**src/rtl/latch_pkg.sv**
```systemverilog
// latch_pkg: shared states, requester ids and default sizes for the latch bank arbiter
package latch_pkg;
  typedef enum logic [1:0] {IDLE, SETUP, STROBE, HOLD} state_e;
  localparam logic REQ_A = 1'b0;
  localparam logic REQ_B = 1'b1;
  localparam int DEF_WIDTH = 8;
  localparam int DEF_DEPTH = 4;
endpackage

```
**src/rtl/gated_latch.sv**
```systemverilog
// gated_latch: level-sensitive gated D latch word, transparent while en is high
module gated_latch #(
  parameter int W = 8
) (
  input  logic         en,
  input  logic [W-1:0] d,
  output logic [W-1:0] q
);
  always_latch
    if (en) q <= d;
endmodule

```
**src/rtl/latch_bank.sv**
```systemverilog
// latch_bank: DEPTH gated latch words on a common D bus with a combinational read mux
module latch_bank #(
  parameter int WIDTH = 8,
  parameter int DEPTH = 4,
  localparam int AW = $clog2(DEPTH)
) (
  input  logic [DEPTH-1:0] en,
  input  logic [WIDTH-1:0] d,
  input  logic [AW-1:0]    rd_addr,
  output logic [WIDTH-1:0] rd_data
);
  logic [DEPTH-1:0][WIDTH-1:0] word;
  for (genvar i = 0; i < DEPTH; i++) begin : g_word
    gated_latch #(.W(WIDTH)) u_word (
      .en(en[i]),
      .d (d),
      .q (word[i])
    );
  end
  assign rd_data = word[rd_addr];
endmodule

```
**src/rtl/latch_bank_arbiter.sv**
```systemverilog
// latch_bank_arbiter: two-requester round-robin write arbiter and strobe sequencer
// for a gated-latch bank; data is set up one cycle before and held one cycle after the strobe.
module latch_bank_arbiter
  import latch_pkg::*;
#(
  parameter int WIDTH = DEF_WIDTH,
  parameter int DEPTH = DEF_DEPTH,
  localparam int ADDR_W = $clog2(DEPTH)
) (
  input  logic              clk,
  input  logic              rst,
  input  logic              req_a,
  input  logic [ADDR_W-1:0] addr_a,
  input  logic [WIDTH-1:0]  data_a,
  output logic              ack_a,
  input  logic              req_b,
  input  logic [ADDR_W-1:0] addr_b,
  input  logic [WIDTH-1:0]  data_b,
  output logic              ack_b,
  input  logic [ADDR_W-1:0] rd_addr,
  output logic [WIDTH-1:0]  rd_data,
  output logic              busy
);
  state_e            state_q, state_d;
  logic              id_q, id_d;
  logic              last_q, last_d;
  logic [ADDR_W-1:0] addr_q, addr_d;
  logic [WIDTH-1:0]  data_q, data_d;
  logic              grant_b;
  logic [DEPTH-1:0]  bank_en;
  // B wins when alone, or on a tie when A was served last
  assign grant_b = req_b && (!req_a || last_q == REQ_A);
  always_comb begin
    state_d = state_q;
    id_d    = id_q;
    addr_d  = addr_q;
    data_d  = data_q;
    last_d  = last_q;
    if (state_q == IDLE) begin
      if (req_a || req_b) begin
        state_d = SETUP;
        id_d    = grant_b ? REQ_B : REQ_A;
        addr_d  = grant_b ? addr_b : addr_a;
        data_d  = grant_b ? data_b : data_a;
      end
    end else begin
      state_d = state_q == SETUP ? STROBE : state_q == STROBE ? HOLD : IDLE;
    end
    if (state_q == HOLD) last_d = id_q;
  end
  always_ff @(posedge clk)
    if (rst) begin
      state_q <= IDLE;
      id_q    <= REQ_A;
      last_q  <= REQ_B;
      addr_q  <= '0;
      data_q  <= '0;
    end else begin
      state_q <= state_d;
      id_q    <= id_d;
      last_q  <= last_d;
      addr_q  <= addr_d;
      data_q  <= data_d;
    end
  assign bank_en = state_q == STROBE ? DEPTH'(1) << addr_q : '0;
  assign ack_a   = state_q == HOLD && id_q == REQ_A;
  assign ack_b   = state_q == HOLD && id_q == REQ_B;
  assign busy    = state_q != IDLE;
  latch_bank #(.WIDTH(WIDTH), .DEPTH(DEPTH)) u_bank (
    .en     (bank_en),
    .d      (data_q),
    .rd_addr(rd_addr),
    .rd_data(rd_data)
  );
endmodule

```
**config.mk**
```make
export PLATFORM = sky130hd
export DESIGN_NAME = latch_bank_arbiter
export DESIGN_NICKNAME = d
export VERILOG_FILES = /design/src/rtl/latch_pkg.sv /design/src/rtl/gated_latch.sv /design/src/rtl/latch_bank.sv /design/src/rtl/latch_bank_arbiter.sv
export SDC_FILE = /design/constraint.sdc
export NUM_CORES = 1
export LEC_CHECK = 0
export BUFFER_PORTS_ARGS = -buffer_cell sky130_fd_sc_hd__buf_4
export CAP_MARGIN = 5
export CORE_ASPECT_RATIO = 1.4
export CORE_MARGIN = 2
export CORE_UTILIZATION = 44
export DETAILED_ROUTE_END_ITERATION = 16
export PLACE_DENSITY = 0.72
export SLEW_MARGIN = 5
export SYNTH_ARGS = -nofsm -noshare
export SYNTH_HDL_FRONTEND = slang
export SYNTH_SLANG_ARGS = --single-unit
```
**constraint.sdc**
```tcl
create_clock -name clk -period 1.2 [get_ports clk]
set_input_delay 0.06 -clock clk [delete_from_list [all_inputs] [get_ports clk]]
set_output_delay 0.06 -clock clk [all_outputs]
set_load 0.05 [all_outputs]
```
==> results of run 1 <==
state kept, by name, summed over array words and instances, names as in the netlist:
register	count
addr_q	2
data_q	8
id_q	1
last_q	1
state_q	2
u_bank.g_word.u_word.q	32
where the power goes:
group          switching (mW)  internal (mW)  leakage, nW  total (mW)
combinational           0.892          0.867        0.476        1.76
sequential              0.193          0.827        0.358        1.02
clock                   0.152          0.222       0.0216       0.373
through the flow:
| step | std cells | power, mW | hold slack (ns) |
|---|---|---|---|
| after floorplan | 128 | 1.81 | 0.133 |
| after global placement | 201 | 2.25 | 0.320 |
| after detailed placement | 201 | 2.31 | 0.325 |
| after CTS | 206 | 2.78 | 0.0698 |
| after global routing | 208 | 3.34 | 0.0776 |
| final | 208 | 3.15 | 0.0724 |
layout make-up:
cell class | instances | area (sq um)
flip-flops and latches | 46 | 763
fillers | 223 | 978
repair buffers | 47 | 409
clock buffers | 3 | 41.3
well taps | 37 | 46.3
multi-input cells | 71 | 646
inverters | 4 | 22.5
cell families after synthesis:
kind of cell | synth area share
latches | 0.354
DFF | 0.206
adders and majority gates | 0.0276
buffers and inverters | 0.0368
muxes | 0.133
AOI/OAI and AO/OA | 0.144
and+or+nand+nor | 0.0995
worst max-delay path, stage by stage (launching register included):
cell	delay, ns
dfxtp_2	0.33
inv_2	0.07
ha_4	0.20
o21a_4	0.18
clkbuf_16	0.15
nor2_4	0.04
a211oi_2	0.21
Yosys cell counts, drive strengths merged:
cell type | number | share of area
and3b | 1 | 0.0064
or4 | 1 | 0.0055
inv | 4 | 0.011
buf | 6 | 0.023
nor3b | 1 | 0.0055
o21ai | 1 | 0.0037
ha | 3 | 0.028
a211oi | 11 | 0.061
dlxtp | 32 | 0.35
and3 | 1 | 0.0046
nand2 | 11 | 0.030
dfxtp | 14 | 0.21
a22oi | 1 | 0.0055
a211o | 1 | 0.0064
mux4 | 8 | 0.13
clkbuf | 1 | 0.0028
and2 | 1 | 0.0046
a21oi | 11 | 0.041
o31ai | 1 | 0.0055
a21bo | 1 | 0.0074
o21a | 1 | 0.0055
nor3 | 1 | 0.0037
nor2 | 14 | 0.039
a21boi | 1 | 0.0083
layout by cell type, fill, tap and decap left out:
| cell type | n |
|---|---|
| a211oi_2 | 4 |
| dfxtp_2 | 2 |
| and3_1 | 1 |
| nor3_1 | 1 |
| a21boi_2 | 1 |
| ha_4 | 2 |
| a21oi_2 | 3 |
| nor2_1 | 8 |
| dlxtp_1 | 32 |
| nand2_1 | 11 |
| mux4_2 | 8 |
| dfxtp_1 | 12 |
| ha_2 | 1 |
| o21ai_2 | 1 |
| buf_8 | 1 |
| a22oi_1 | 1 |
| or4_1 | 1 |
| nor3b_1 | 1 |
| a211oi_1 | 7 |
| and3b_1 | 1 |
| a211o_1 | 1 |
| buf_4 | 39 |
| inv_8 | 1 |
| buf_6 | 5 |
| a21oi_1 | 8 |
| o21a_4 | 1 |
| and2_4 | 1 |
| clkbuf_16 | 1 |
| nor2_4 | 2 |
| a21bo_2 | 1 |
| o31ai_1 | 1 |
| inv_2 | 3 |
| clkbuf_8 | 3 |
| buf_12 | 1 |
| nor2_2 | 4 |
final timing paths:
path          endpoint  slack (ns)  startpoint
min          data_q[1]        0.07   data_a[1]
max reg2reg  data_q[3]       -0.06  state_q[1]
min reg2reg     last_q        0.53      last_q
max          data_q[3]       -0.06  state_q[1]
timing repair:
action | CTS | global route
setup buffers | 2 | 0
resized for setup | 9 | 23
endpoints found under the hold margin | 0 | 0
gates cloned | 0 | 2
setup endpoints to repair | 14 | 15
pin swaps | 11 | 5
layer usage:
layer | track usage | share of wire | up-vias
met5 | 0 | 0 | -
met4 | 0.0631 | 0.017 | 0
met3 | 0.0108 | 0.036 | 6
met2 | 0.328 | 0.58 | 35
met1 | 0.189 | 0.37 | 533
li1 | - | - | 540
==> flow_metrics.env, run 1 <==
export IMPL_postCtsHoldBufs=0
export IMPL_rows=23
export IMPL_via_per_inst=5.36
export IMPL_cp_max_fo=5
export IMPL_power_density_nw_per_um2=1640
export IMPL_cp_end_kind="register"
export IMPL_htreeDepth=1
export IMPL_die_x_um=51.0
export IMPL_clockBufferDepth=2
export IMPL_fin_area_sq_um=1930
export IMPL_ios=37
export IMPL_ant_nets=0
export IMPL_initial_core_util=0.467
export IMPL_synth_seq_cells=46
export IMPL_wire_per_inst_um=15.4
export IMPL_totalWireLength_mm=3.21
export IMPL_post_dp_cell_area_sq_um=1730
export IMPL_synthCells=128
export IMPL_via_count=1114
export IMPL_setup_viol=7
export IMPL_cts_tree="yes"
export IMPL_leakagePower_nw=0.855
export IMPL_period_needed_ns=1.26
export IMPL_die_area_sq_um=3550
export IMPL_cp_data_required_time_ns=1.36
export IMPL_antenna_cells=0
export IMPL_ys_warn_count=0
export IMPL_setup_ws_ns=-0.0632
export IMPL_hpwlAfterDp_mm=2.29
export IMPL_area_delta_synth_final_pct=41.9
export IMPL_unclocked_regs=32
export IMPL_overflow=0
export IMPL_die_h_um=69.8
export IMPL_untimed_endpoints=32
export IMPL_r2r_cells=6
export IMPL_start_kind="register"
export IMPL_fp_coreArea_sq_um=2910
export IMPL_drc=0
export IMPL_dp_slack_ns=-0.0304
export IMPL_clock_root_buffer="clkbuf_8"
export IMPL_grt_pass1_wl_mm=4.66
export IMPL_cp_data_arrival_time_ns=1.42
export IMPL_fmax_mhz=792
export IMPL_cts_clk_slew_worst_paths_ns=0.05
export IMPL_slew_violations=0
export IMPL_portBuffers=36
export IMPL_holdPathStages=3
export IMPL_track_usage=0.171
export IMPL_drt_pass1_iterations=4
export IMPL_antenna_found_initial=0
export IMPL_status="complete, but fails checks"
export IMPL_fin_skew_ns=0.00330
export IMPL_maxCapViolCount=0
export IMPL_hold_path_class="in -> reg"
export IMPL_fin_setup_tns_ns=-0.161
export IMPL_grt_max_degree=15
export IMPL_worst_pin_slew_ns=0.833
export IMPL_syn_avg_cell_area_sq_um=10.6
export IMPL_rsz0062_at_grt="true"
export IMPL_fin_crit_sh=1.05
export IMPL_syn_area_sq_um=1360
export IMPL_synth_nets=157
export IMPL_clock_latency_ns=0.24
export IMPL_hold_violations=0
export IMPL_drt_iter0_drc=20
export IMPL_grt_pass1_vias=1031
export IMPL_place_gp_congestion=0.776
export IMPL_drive_above_1_share=0.497
export IMPL_cts_buffers=3
export IMPL_nets=202
export IMPL_fin_util=0.663
export IMPL_violations="negative setup slack"
export IMPL_irDropWorstVdd_mv=1.33
export IMPL_critical_path_class="reg -> reg"
export IMPL_slew_headroom=0.443
export IMPL_synth_distinct_cells=27
Note: power is estimated with default switching activity, not from simulation.
==> run 2: changes to the inputs <==
--- a/config.mk
+++ b/config.mk
@@ -7,11 +7,13 @@
 export LEC_CHECK = 0
 export BUFFER_PORTS_ARGS = -buffer_cell sky130_fd_sc_hd__buf_4
 export CAP_MARGIN = 5
+export CELL_PAD_IN_SITES_DETAIL_PLACEMENT = 2
+export CELL_PAD_IN_SITES_GLOBAL_PLACEMENT = 2
 export CORE_ASPECT_RATIO = 1.4
 export CORE_MARGIN = 2
-export CORE_UTILIZATION = 44
+export CORE_UTILIZATION = 27
 export DETAILED_ROUTE_END_ITERATION = 16
-export PLACE_DENSITY = 0.72
+export PLACE_DENSITY_LB_ADDON = 0.1
 export SLEW_MARGIN = 5
 export SYNTH_ARGS = -nofsm -noshare
 export SYNTH_HDL_FRONTEND = slang
==> flow_metrics.env, run 2 (synthesized netlist as in run 1, its figures left out) <==
export IMPL_status="complete, but fails checks"
export IMPL_violations="negative setup slack"
export IMPL_slew_violations=0
export IMPL_fp_coreArea_sq_um=4840
export IMPL_ios=37
export IMPL_cts_tree="yes"
export IMPL_dp_cells=229
export IMPL_reg_top3="u_bank.g_word.u_word.q (32), data_q (8)"
export IMPL_final_cell_mix="40 x buf_4, 32 x dlxtp_1, 13 x nor2_1, 12 x dfxtp_1, 11 x nand2_1"
export IMPL_power_density_nw_per_um2=1570
export IMPL_overflow=0
export IMPL_period_needed_ns=1.22
export IMPL_via_count=1081
export IMPL_grt_max_degree=15
export IMPL_die_x_um=64.0
export IMPL_area_delta_synth_final_pct=40.5
export IMPL_via_per_inst=4.62
export IMPL_start_kind="register"
export IMPL_cts_clk_slew_worst_paths_ns=0.06
export IMPL_drt_iter0_drc=17
export IMPL_unclocked_regs=32
export IMPL_fin_setup_tns_ns=-0.0610
export IMPL_irDropWorstVdd_mv=1.20
export IMPL_drive_above_1_share=0.447
export IMPL_ant_nets=0
export IMPL_critical_path_class="reg -> reg"
export IMPL_clock_latency_ns=0.24
export IMPL_die_area_sq_um=5620
export IMPL_wire_per_inst_um=15.4
export IMPL_cp_max_fo=10
export IMPL_hpwlAfterDp_mm=2.92
export IMPL_setup_viol=5
export IMPL_cp_end_kind="register"
export IMPL_leakagePower_nw=0.841
export IMPL_htreeDepth=1
export IMPL_postCtsHoldBufs=0
export IMPL_rows=30
export IMPL_hold_path_class="in -> reg"
export IMPL_die_h_um=87.9
export IMPL_grt_pass1_wl_mm=5.82
export IMPL_final_cells=234
export IMPL_final_common_cell="buf_4"
export IMPL_hold_violations=0
export IMPL_maxCapViolCount=0
export IMPL_antenna_cells=0
export IMPL_initial_core_util=0.281
export IMPL_place_gp_congestion=0.752
export IMPL_cp_data_required_time_ns=1.36
export IMPL_drc=0
export IMPL_antenna_found_initial=0
export IMPL_slew_headroom=0.347
export IMPL_track_usage=0.133
export IMPL_setup_ws_ns=-0.0205
export IMPL_fin_crit_sh=1.02
export IMPL_fin_skew_ns=0.00497
export IMPL_r2r_cells=6
export IMPL_clockBufferDepth=2
export IMPL_largest_reg_flops=32
export IMPL_reg2reg_slack_ns=-0.02
export IMPL_worst_pin_slew_ns=0.978
export IMPL_totalWireLength_mm=3.60
export IMPL_drt_pass1_iterations=4
export IMPL_top_register="u_bank.g_word.u_word.q"
export IMPL_cp_data_arrival_time_ns=1.38
export IMPL_grt_pass1_vias=1239
export IMPL_cts_buffers=3
export IMPL_rsz0062_at_grt="true"
export IMPL_untimed_endpoints=32
export IMPL_portBuffers=36
export IMPL_fmax_mhz=819
export IMPL_holdPathStages=3
export IMPL_clock_root_buffer="clkbuf_8"
export IMPL_nets=200
## run 2: through the flow
stage	hold WS (ns)	utilization	worst slack, ns	total power, mW	area, sq um
5_1_grt	0.0804	0.394	-0.0801	3.21	1910
3_5_place_dp	0.329	0.366	-0.0491	2.39	1770
6_report	0.0635	0.394	-0.0205	2.99	1910
3_3_place_gp	0.323	0.366	-0.00791	2.34	1770
2_1_floorplan	0.133	-	-0.0114	1.81	1380
4_1_cts	0.0655	0.386	-0.0424	2.96	1870
## run 2: what timing repair did
item / in CTS / in global routing
resized for setup: 10 / 9
buffers inserted: 1 / 0
pin swaps: 7 / 6
setup endpoints to repair: 13 / 15
## run 2: worst max-delay path, cell delays in order (launching register included)
cell	delay, ns
dfxtp_2	0.33
inv_2	0.07
ha_4	0.19
o21a_1	0.18
buf_12	0.13
nor2_1	0.04
a211oi_1	0.19
## run 2: path summary, 6_finish.rpt
path              startpoint        end
hold reg to reg    data_q[0]  data_q[0]
setup reg to reg  state_q[1]  data_q[2]
setup / recovery  state_q[1]  data_q[2]
hold / removal     data_a[1]  data_q[1]
## run 2: layer usage
layer  vias to the layer above  GRT usage  share of wire
met5                         -          0              0
met4                         0     0.0415         0.0064
met3                         2     0.0116          0.031
met2                        21      0.280           0.59
met1                       527      0.133           0.37
li1                        531          -              -
## run 2: power breakdown
part	total [mW]	switching, mW	internal, mW	leakage, nW
registers	1.00	0.178	0.826	0.358
clock network	0.466	0.175	0.290	0.0288
logic	1.52	0.815	0.709	0.454
total	2.99	1.17	1.83	0.841
## run 2: cell type report
cell class / count / area [sq um]
Clock buffer: 4 / 55.1
Fill cell: 524 / 2930
Inverter: 4 / 22.5
Multi-Input combinational cell: 71 / 616
Sequential cell: 46 / 763
Tap cell: 64 / 80.1
Timing Repair Buffer: 45 / 373
